$ cat src/rtl/alu_sequencer_if.sv
// Handshake and ALU-side signal bundle for alu_sequencer.
// slave = the sequencer itself; master = control unit / ALU / response consumer side.
interface alu_sequencer_if;
  logic        req_valid;
  logic        req_ready;
  logic [4:0]  req_op;
  logic [31:0] req_a;
  logic [31:0] req_b;
  logic [31:0] alu_ra;
  logic [31:0] alu_rb;
  logic [4:0]  alu_op;
  logic [31:0] alu_hi;
  logic [31:0] alu_lo;
  logic        rsp_valid;
  logic        rsp_ready;
  logic [31:0] rsp_hi;
  logic [31:0] rsp_lo;
  logic        rsp_err;
  logic        busy;

  modport slave (
    input  req_valid, req_op, req_a, req_b, alu_hi, alu_lo, rsp_ready,
    output req_ready, alu_ra, alu_rb, alu_op, rsp_valid, rsp_hi, rsp_lo, rsp_err, busy
  );

  modport master (
    output req_valid, req_op, req_a, req_b, alu_hi, alu_lo, rsp_ready,
    input  req_ready, alu_ra, alu_rb, alu_op, rsp_valid, rsp_hi, rsp_lo, rsp_err, busy
  );
endinterface

$ cat src/rtl/alu_sequencer.sv
// Multi-cycle issue controller: holds operands on the ALU for the opcode's latency, then captures Hi/Lo.
// Optional feature macro: ALU_SEQ_OPCHK_EN (reject illegal opcodes and DIV by zero at accept).
module alu_sequencer #(
  parameter int unsigned MUL_CYCLES = 4,
  parameter int unsigned DIV_CYCLES = 8
) (
  input  logic           clock,
  input  logic           clear,
  alu_sequencer_if.slave bus
);

  localparam logic [4:0] OP_MUL = 5'b10000;
  localparam logic [4:0] OP_DIV = 5'b01111;
  localparam logic [5:0] MUL_L  = 6'(MUL_CYCLES);
  localparam logic [5:0] DIV_L  = 6'(DIV_CYCLES);

  typedef enum logic [1:0] {
    ST_IDLE = 2'b00,
    ST_EXEC = 2'b01,
    ST_RESP = 2'b10
  } state_e;

  state_e      state_q, state_d;
  logic [5:0]  cnt_q, cnt_d;
  logic [31:0] ra_q, ra_d;
  logic [31:0] rb_q, rb_d;
  logic [4:0]  op_q, op_d;
  logic [31:0] hi_q, hi_d;
  logic [31:0] lo_q, lo_d;
  logic        err_q, err_d;
  logic        req_ready_q, req_ready_d;
  logic        rsp_valid_q, rsp_valid_d;
  logic        busy_q, busy_d;
  logic        chk_fail_s;

  function automatic logic [5:0] latency_of(input logic [4:0] op);
    logic [5:0] l;
    case (op)
      OP_MUL:  l = MUL_L;
      OP_DIV:  l = DIV_L;
      default: l = 6'd1;
    endcase
    return l;
  endfunction

`ifdef ALU_SEQ_OPCHK_EN
  function automatic logic op_legal(input logic [4:0] op, input logic [31:0] b);
    logic ok;
    case (op)
      5'b00011, 5'b00111, 5'b01000, 5'b01001, 5'b01010, 5'b01011,
      5'b10000, 5'b10001, 5'b10010, 5'b10011: ok = 1'b1;
      OP_DIV:  ok = (b != 32'd0);
      default: ok = 1'b0;
    endcase
    return ok;
  endfunction

  assign chk_fail_s = ~op_legal(bus.req_op, bus.req_b);
`else
  assign chk_fail_s = 1'b0;
`endif

  // Next-state and next-register computation for the IDLE/EXEC/RESP controller.
  always_comb begin
    state_d = state_q;
    cnt_d   = cnt_q;
    ra_d    = ra_q;
    rb_d    = rb_q;
    op_d    = op_q;
    hi_d    = hi_q;
    lo_d    = lo_q;
    err_d   = err_q;
    case (state_q)
      ST_IDLE: begin
        ra_d = 32'd0;
        rb_d = 32'd0;
        op_d = 5'd0;
        cnt_d = 6'd0;
        if (bus.req_valid && chk_fail_s) begin
          state_d = ST_RESP;
          hi_d    = 32'd0;
          lo_d    = 32'd0;
          err_d   = 1'b1;
        end else if (bus.req_valid) begin
          state_d = ST_EXEC;
          ra_d    = bus.req_a;
          rb_d    = bus.req_b;
          op_d    = bus.req_op;
          cnt_d   = latency_of(bus.req_op);
        end else begin
          state_d = ST_IDLE;
        end
      end
      ST_EXEC: begin
        // Counter value 1 marks the last held cycle; 0 guards against an out-of-range latency.
        if (cnt_q <= 6'd1) begin
          state_d = ST_RESP;
          hi_d    = bus.alu_hi;
          lo_d    = bus.alu_lo;
          err_d   = 1'b0;
          ra_d    = 32'd0;
          rb_d    = 32'd0;
          op_d    = 5'd0;
          cnt_d   = 6'd0;
        end else begin
          cnt_d = cnt_q - 6'd1;
        end
      end
      ST_RESP: begin
        if (bus.rsp_ready) begin
          state_d = ST_IDLE;
        end else begin
          state_d = ST_RESP;
        end
      end
      default: begin
        state_d = ST_IDLE;
        ra_d    = 32'd0;
        rb_d    = 32'd0;
        op_d    = 5'd0;
        cnt_d   = 6'd0;
      end
    endcase

    req_ready_d = (state_d == ST_IDLE);
    rsp_valid_d = (state_d == ST_RESP);
    busy_d      = (state_d != ST_IDLE);
  end

  // State, operand, response and status registers.
  always_ff @(posedge clock or negedge clear) begin
    if (!clear) begin
      state_q     <= ST_IDLE;
      cnt_q       <= 6'd0;
      ra_q        <= 32'd0;
      rb_q        <= 32'd0;
      op_q        <= 5'd0;
      hi_q        <= 32'd0;
      lo_q        <= 32'd0;
      err_q       <= 1'b0;
      req_ready_q <= 1'b1;
      rsp_valid_q <= 1'b0;
      busy_q      <= 1'b0;
    end else begin
      state_q     <= state_d;
      cnt_q       <= cnt_d;
      ra_q        <= ra_d;
      rb_q        <= rb_d;
      op_q        <= op_d;
      hi_q        <= hi_d;
      lo_q        <= lo_d;
      err_q       <= err_d;
      req_ready_q <= req_ready_d;
      rsp_valid_q <= rsp_valid_d;
      busy_q      <= busy_d;
    end
  end

  assign bus.req_ready = req_ready_q;
  assign bus.alu_ra    = ra_q;
  assign bus.alu_rb    = rb_q;
  assign bus.alu_op    = op_q;
  assign bus.rsp_valid = rsp_valid_q;
  assign bus.rsp_hi    = hi_q;
  assign bus.rsp_lo    = lo_q;
  assign bus.rsp_err   = err_q;
  assign bus.busy      = busy_q;

endmodule

$ cat src/flat_wrapper.sv
// flat-port wrapper written by rule: the top's interface ports become plain ports
module alu_sequencer_flat 
#(
  parameter int unsigned MUL_CYCLES = 4,
  parameter int unsigned DIV_CYCLES = 8
)
  (clock, clear, bus_req_valid, bus_req_op, bus_req_a, bus_req_b, bus_alu_hi, bus_alu_lo, bus_rsp_ready, bus_req_ready, bus_alu_ra, bus_alu_rb, bus_alu_op, bus_rsp_valid, bus_rsp_hi, bus_rsp_lo, bus_rsp_err, bus_busy);
  alu_sequencer_if bus_i ();
  input  logic clock;
  input  logic clear;
  input wire logic [$bits(bus_i.req_valid)-1:0] bus_req_valid;
  input wire logic [$bits(bus_i.req_op)-1:0] bus_req_op;
  input wire logic [$bits(bus_i.req_a)-1:0] bus_req_a;
  input wire logic [$bits(bus_i.req_b)-1:0] bus_req_b;
  input wire logic [$bits(bus_i.alu_hi)-1:0] bus_alu_hi;
  input wire logic [$bits(bus_i.alu_lo)-1:0] bus_alu_lo;
  input wire logic [$bits(bus_i.rsp_ready)-1:0] bus_rsp_ready;
  output wire logic [$bits(bus_i.req_ready)-1:0] bus_req_ready;
  output wire logic [$bits(bus_i.alu_ra)-1:0] bus_alu_ra;
  output wire logic [$bits(bus_i.alu_rb)-1:0] bus_alu_rb;
  output wire logic [$bits(bus_i.alu_op)-1:0] bus_alu_op;
  output wire logic [$bits(bus_i.rsp_valid)-1:0] bus_rsp_valid;
  output wire logic [$bits(bus_i.rsp_hi)-1:0] bus_rsp_hi;
  output wire logic [$bits(bus_i.rsp_lo)-1:0] bus_rsp_lo;
  output wire logic [$bits(bus_i.rsp_err)-1:0] bus_rsp_err;
  output wire logic [$bits(bus_i.busy)-1:0] bus_busy;
  assign bus_i.req_valid = bus_req_valid;
  assign bus_i.req_op = bus_req_op;
  assign bus_i.req_a = bus_req_a;
  assign bus_i.req_b = bus_req_b;
  assign bus_i.alu_hi = bus_alu_hi;
  assign bus_i.alu_lo = bus_alu_lo;
  assign bus_i.rsp_ready = bus_rsp_ready;
  assign bus_req_ready = bus_i.req_ready;
  assign bus_alu_ra = bus_i.alu_ra;
  assign bus_alu_rb = bus_i.alu_rb;
  assign bus_alu_op = bus_i.alu_op;
  assign bus_rsp_valid = bus_i.rsp_valid;
  assign bus_rsp_hi = bus_i.rsp_hi;
  assign bus_rsp_lo = bus_i.rsp_lo;
  assign bus_rsp_err = bus_i.rsp_err;
  assign bus_busy = bus_i.busy;
  alu_sequencer #(.MUL_CYCLES(MUL_CYCLES), .DIV_CYCLES(DIV_CYCLES)) u_core (.clock(clock), .clear(clear), .bus(bus_i));
endmodule
$ cat config.mk
export PLATFORM = sky130hd
export DESIGN_NAME = alu_sequencer_flat
export DESIGN_NICKNAME = d
export VERILOG_FILES = /design/src/rtl/alu_sequencer_if.sv /design/src/rtl/alu_sequencer.sv /design/src/flat_wrapper.sv
export SDC_FILE = /design/constraint.sdc
export NUM_CORES = 1
export LEC_CHECK = 0
export ABC_CLOCK_PERIOD_IN_PS = 1900
export BUFFER_PORTS_ARGS = -buffer_cell sky130_fd_sc_hd__buf_2
export CAP_MARGIN = 20
export CORE_MARGIN = 10
export CORE_UTILIZATION = 40
export DETAILED_ROUTE_END_ITERATION = 7
export PLACE_DENSITY = 0.72
export SYNTH_ARGS = -nofsm -noshare
export SYNTH_HDL_FRONTEND = slang
export SYNTH_SLANG_ARGS = --single-unit
$ cat constraint.sdc
create_clock -name clock -period 1.9 [get_ports clock]
set_clock_uncertainty 0.1 [all_clocks]
set_input_delay 0.095 -clock clock [delete_from_list [all_inputs] [get_ports clock]]
set_output_delay 0.095 -clock clock [all_outputs]
set_load 0.02 [all_outputs]
==> summary.md, run 1 <==
| Metric | Value |
|---|---|
| Status | finished with violations |
| Failing checks | negative setup slack |
| Most used DFF post-synth | dfrtp_1 |
| Leak | 5.057 nW |
| Max Clk Rate | 519.0 MHz |
| Initial drt markers | 293 |
| Gate Count Post-Synth | 498 |
| CP endpoint kind | register |
| Final Hold Vio Count | 0 |
| Pin count of the biggest net entering global routing | 75 |
| Syn_nets | 637 |
| Power Dens Cells | 1690 nW/um2 |
| Share of cells above drive strength 1 | 0.4814 |
| Die W | 143.5 um |
| Async set-reset flop share out of synthesis | 1.000 |
| RSZ-0062 raised after global routing | true |
| Period utilisation layout | 1.014 |
| GP Congestion | 0.7800 |
| Critical path class | reg2reg |
| Placed Instances | 948 |
| DRC viols | 0 |
| Post-layout util | 0.6772 |
| Critical Path, Cell by Cell | or4_4 > nand3b_4 > buf_12 > mux2_4 |
| Critical path buffers and inverters | 1 |
| Overall Global Routing Usage | 0.2000 |
| Clock root buffer | clkbuf_16 |
| Worst Path Required | 2.10 ns |
| Worst setup SP type | register |
| Finished Layout Cells | 1135 |
| Initial Util | 0.4041 |
| Reg2Reg Setup Slack | -0.03 ns |
| Post-DP HPWL | 12.46 mm |
| # fillers | 1027 |
| First-pass GRT wire length | 32.51 mm |
| Final setup violation count | 30 |
| CP max-delay cell | or4_4 |
| CP Max Fanout | 23 |
| Wirelength per Cell | 19.97 um |
| First-pass DRT Iterations | 5 |
| I/O pin total | 274 |
| I/O Buffers | 272 |
| DIE HEIGHT | 143.5 um |
| Full die area | 20580 um2 |
| Site row count | 45 |
| H-Tree Depth | 4 |
| Synthesis-to-finish area growth | 67.60% |
| Hold slack | 0.1608 ns |
| Seq/Total Area, Yosys | 0.5912 |
| Antenna violations before repair | 1 |
| Slew Limit Fails | 0 |
| GRT overflow | 0 |
| Delay-heaviest family, CP | simple AND/OR/NAND/NOR gates |
| Clk sink count | 144 |
| WP data arrival | 2.12 ns |
| Setup ws final | -0.02663 ns |
| Cell Area, Synth | 6097 um2 |
| TritonCTS clock tree | done |
| Yosys Warn Count | 0 |
| Max clock buf depth | 2 |
| Max incr delay on CP | 0.55 ns |
| Reg clk slew, reported paths | 0.06 ns |
| Avg Vias per Cell | 5.061 |
| Drt total wl | 22.66 mm |
| Num CTS Buffers | 17 |
| Power consumption | 17.27 mW |
| Syn Area/Cell | 12.24 um2 |
| Final #Nets | 1069 |
| Post-synth EDFFs | 0 |
| Detail Route Antenna Nets | 0 |
| FF+latch count, synth | 144 |
| Synth unique cells | 36 |
| VDD IR max | 0.8306 mV |
| DR vias | 5744 |
| Maxcap violations | 0 |
| Worst Hold Class | in2async |
| Clock Latency Late Sink | 0.41 ns |
| Tmin final | 1.927 ns |
| Vias in the first global route | 5850 |
| Core Area | 15090 um2 |
==> cell usage after synthesis, types with 2 or more instances <==
master	number	area (um2)
buf_6	5	56.30
or4_1	3	22.52
a22oi_1	69	518.0
or3b_2	2	17.52
clkbuf_1	22	82.58
inv_1	73	274.0
o21ai_0	71	355.3
nand3_1	2	10.01
o311ai_0	2	17.52
buf_2	5	25.02
mux2_4	38	570.6
dfrtp_1	143	3578
o211ai_1	2	15.01
o221ai_1	2	17.52
nor2_1	3	11.26
ha_1	2	25.02
nor3b_1	2	15.01
nor2b_1	3	18.77
mux2_2	26	292.8
nand2_1	7	26.28
==> where the power goes <==
part,total (mW),internal [mW],switching [mW]
sequential,5.35,4.43,0.925
clock,3.37,2.05,1.32
combinational,8.54,3.81,4.73
total,17.3,10.3,6.98
==> cell usage in the layout, fill, tap and decap left out, types with 4 or more instances in the layout <==
cell           netlist  layout
a22oi_1             69      69
mux2_2              26      26
inv_1               73      73
dfrtp_1            143     143
inv_6                0       4
buf_6                5      10
buf_12               0       8
diode_2              0       4
o21ai_1              1      26
o21ai_2              0      39
dlygate4sd3_1        0     138
nand2_1              7       7
clkbuf_16            0      22
o21ai_0             71       6
mux2_4              38      38
buf_2                5     271
buf_4                1      13
==> cell families (layout without fill, tap and decap cells) <==
logic type                 Yosys count  in the layout  share of synthesized area
buffers and inverters              106            551                    0.07305
other                                1              5                  0.0006150
adders and majority gates            2              2                   0.004104
AOI/OAI and AO/OA                  151            151                     0.1574
muxes                               65             65                     0.1432
DFF                                144            144                     0.5912
and+or+nand+nor                     29             29                    0.03037
==> metal layers <==
layer | vias up | part of all wire | GRT usage
met5 | - | 0 | 0
met4 | 0 | 0.025 | 0.08383
met3 | 46 | 0.082 | 0.06733
met2 | 268 | 0.52 | 0.3380
met1 | 2826 | 0.38 | 0.2264
li1 | 2604 | - | -
==> final timing paths <==
kind                            depth (start not counted)                     to                  start
worst min-delay path                                    3   u_core.bus.rsp_hi[6]                  clear
max in group asynchronous                               3  u_core.bus.rsp_hi[25]                  clear
worst max-delay path                                    4  u_core.bus.rsp_lo[23]        u_core.cnt_q[4]
worst max register to register                          4  u_core.bus.rsp_lo[23]        u_core.cnt_q[4]
min in group clock                                      3  u_core.bus.rsp_lo[15]         bus_alu_lo[15]
worst min register to register                          1  u_core.bus.rsp_hi[30]  u_core.bus.rsp_hi[30]
==> repair_timing <==
item | 4_1_cts | 5_1_grt
endpoints found under the setup margin | 82 | 129
hold buffers | 138 | 0
setup buffers | 2 | 2
hold endpoints to repair | 285 | 0
pin swaps | 1 | 2
gates cloned | 1 | 8
resized for setup | 14 | 101
==> layout make-up <==
cell class,instances,area [um2],share of cell area
Timing Repair Buffer,446,3261,0.3191
Multi-Input combinational cell,248,2236,0.2188
Antenna cell,4,10.01,0.0009795
Sequential cell,144,3605,0.3528
Inverter,73,274.0,0.02682
Clock buffer,21,470.5,0.04604
Tap cell,188,235.2,0.02302
Clock inverter,11,127.6,0.01249
==> state kept, by name, indices dropped and copies added, names as in the netlist <==
register              flops
u_core.bus.rsp_hi        32
u_core.bus.busy           1
u_core.bus.rsp_valid      1
u_core.bus.req_ready      1
u_core.bus.alu_rb        32
u_core.cnt_q              6
u_core.bus.alu_op         5
u_core.bus.rsp_lo        32
u_core.state_q            2
u_core.bus.alu_ra        32
==> tightest hold or removal path, stage by stage <==
cell and delay, ns:
dlygate4sd3_1 0.54, buf_6 0.13, buf_12 0.29
==> stage by stage <==
stage          TNS (ns)  area [um2]  setup slack (ns)
3_3_place_gp          0        7825           0.01790
5_1_grt          -3.438       10210          -0.06763
6_report        -0.2760       10220          -0.02663
3_5_place_dp    -0.9179        7825          -0.04378
4_1_cts         -0.6183        9867          -0.03360
2_1_floorplan   -0.5086        6097          -0.01481
Note: power is estimated with default switching activity, not from simulation.
==> run 2, diff against run 1 <==
--- a/config.mk
+++ b/config.mk
@@ -9,9 +9,9 @@
 export BUFFER_PORTS_ARGS = -buffer_cell sky130_fd_sc_hd__buf_2
 export CAP_MARGIN = 20
 export CORE_MARGIN = 10
-export CORE_UTILIZATION = 40
+export CORE_UTILIZATION = 35
 export DETAILED_ROUTE_END_ITERATION = 7
-export PLACE_DENSITY = 0.72
+export SKIP_CTS_REPAIR_TIMING = 1
 export SYNTH_ARGS = -nofsm -noshare
 export SYNTH_HDL_FRONTEND = slang
 export SYNTH_SLANG_ARGS = --single-unit
==> summary.md, run 2 (synthesized netlist as in run 1, its figures left out) <==
| Metric | Value |
|---|---|
| Status | finished with violations (unchanged) |
| Failing checks | negative setup slack (unchanged) |
| GRT overflow | 0 (unchanged) |
| Reg2reg start | u_core.cnt_q[3] (was u_core.cnt_q[4]) |
| I/O pin total | 274 (unchanged) |
| Max clock buf depth | 2 (unchanged) |
| GP Congestion | 0.7824 (was 0.7800) |
| Clock root buffer | clkbuf_16 (unchanged) |
| Critical Path End | u_core.bus.rsp_hi[7] (was u_core.bus.rsp_lo[23]) |
| Antenna cells | 0 (was 4) |
| Core Area | 17180 um2 (was 15090 um2) |
| Max Clk Rate | 524.6 MHz (was 519.0 MHz) |
| Vias in the first global route | 5007 (was 5850) |
| Num CTS Buffers | 17 (unchanged) |
| Full die area | 23100 um2 (was 20580 um2) |
| DR vias | 5467 (was 5744) |
| Post-layout util | 0.5834 (was 0.6772) |
| First-pass DRT Iterations | 5 (unchanged) |
| Maxcap violations | 0 (unchanged) |
| Leak | 4.948 nW (was 5.057 nW) |
| Tmin final | 1.906 ns (was 1.927 ns) |
| Wirelength per Cell | 17.94 um (was 19.97 um) |
| CP Max Fanout | 18 (was 23) |
| VDD IR max | 0.8697 mV (was 0.8306 mV) |
| H-Tree Depth | 4 (unchanged) |
| FF/Latch Area | 3605 um2 (unchanged) |
| Die W | 152.0 um (was 143.5 um) |
| Setup TNS | -0.02319 ns (was -0.2760 ns) |
| Period utilisation layout | 1.003 (was 1.014) |
| Worst Path Required | 2.10 ns (about the same) |
| DIE HEIGHT | 152.0 um (was 143.5 um) |
| Post-DP HPWL | 13.07 mm (was 12.46 mm) |
| Initial drt markers | 260 (was 293) |
| Area after DPL | 7926 um2 (was 7825 um2) |
| Share of cells above drive strength 1 | 0.4356 (was 0.4814) |
| Worst R2R End | u_core.bus.rsp_hi[7] (was u_core.bus.rsp_lo[23]) |
| Rel. slew slack | 0.5201 |
| WP data arrival | 2.11 ns (was 2.12 ns) |
| Worst setup SP type | register (unchanged) |
| Clk sink count | 144 (unchanged) |
| DRC viols | 0 (unchanged) |
| Final #Nets | 1066 (was 1069) |
| TritonCTS clock tree | done (unchanged) |
| Area occupied by multi-input gates | 2077 um2 (was 2236 um2) |
| Critical path class | reg2reg (unchanged) |
| Antenna violations before repair | 0 (was 1) |
| Reg2Reg Setup Slack | -0.006 ns (was -0.03 ns) |
| I/O Buffers | 272 (unchanged) |
| Power consumption | 16.49 mW (was 17.27 mW) |
| Drt total wl | 20.88 mm (was 22.66 mm) |
| Reg clk slew, reported paths | 0.06 ns (about the same) |
| First-pass GRT wire length | 28.38 mm (was 32.51 mm) |
| Power Dens Cells | 1646 nW/um2 (was 1690 nW/um2) |
| Final setup violation count | 6 (was 30) |
| R2r worst-path depth | 4 (unchanged) |
| RSZ-0062 raised after global routing | true (unchanged) |
| Pin count of the biggest net entering global routing | 71 (was 75) |
| Setup ws final | -0.006091 ns (was -0.02663 ns) |
| Placed Instances | 989 (was 948) |
| Worst Hold Class | in2async (unchanged) |
| Worst Setup SP | u_core.cnt_q[3] (was u_core.cnt_q[4]) |
| Site row count | 48 (was 45) |
| Most frequent cells in the layout | buf_2, dfrtp_1, dlygate4sd3_1 (unchanged) |
| Synthesis-to-finish area growth | 64.36% (was 67.60%) |
| Final Hold Vio Count | 0 (unchanged) |
| Hold slack | 0.1563 ns (was 0.1608 ns) |
| # fillers | 1373 (was 1027) |
| Slew Limit Fails | 0 (unchanged) |
| Clock Latency Late Sink | 0.42 ns (was 0.41 ns) |
| Avg Vias per Cell | 4.697 (was 5.061) |
| Initial Util | 0.3550 (was 0.4041) |
| Finished Layout Cells | 1164 (was 1135) |
| Pre-CTS WS | -0.03973 ns (was -0.04378 ns) |
| Commonest non-fill, non-tap cell in the layout | buf_2 (unchanged) |
| Worst-margin pin slew | 0.7175 ns |
| Detail Route Antenna Nets | 0 (unchanged) |
| Overall Global Routing Usage | 0.1504 (was 0.2000) |
| CP endpoint kind | register (unchanged) |
| Fin area | 10020 um2 (was 10220 um2) |
run 2: how the worst min path moves through the flow:
stage	slack [ns]	depth (start not counted)	to
after CTS	-0.59	1	u_core.bus.rsp_lo[5]
after detailed placement	-0.14	1	u_core.bus.rsp_lo[16]
after global routing	0.16	3	u_core.bus.rsp_hi[11]
after global placement	-0.14	1	u_core.bus.rsp_hi[5]
after floorplan	-0.30	0	u_core.bus.alu_op[0]
final	0.16	3	u_core.bus.rsp_hi[11]
run 2: cell type report:
type	instances	share of cell area
clock inverters	13	0.01311
clock buffers	18	0.04383
flip-flops and latches	144	0.3597
repair buffers	443	0.3206
inverters	73	0.02734
well taps	225	0.02809
multi-input cells	248	0.2073
run 2: metal layers:
layer  vias up  share of wire  global-route usage
li1       2592              -                   -
met1      2617           0.43              0.1906
met2       239           0.48              0.2305
met3        19          0.074             0.06548
met4         0          0.010             0.03714
met5         -              0                   0
run 2: worst max-delay path, stage by stage, from the launching register on:
cell,delay (ns)
dfrtp_1,0.38
or4_4,0.54
nand3b_4,0.25
buf_12,0.21
mux2_4,0.31
run 2: where the power goes:
| part | internal (mW) | total, mW | leakage (nW) | switching, mW |
|---|---|---|---|---|
| clock network | 1.86 | 3.23 | 0.269 | 1.38 |
| logic | 3.63 | 7.97 | 2.88 | 4.35 |
| registers | 4.43 | 5.29 | 1.80 | 0.857 |
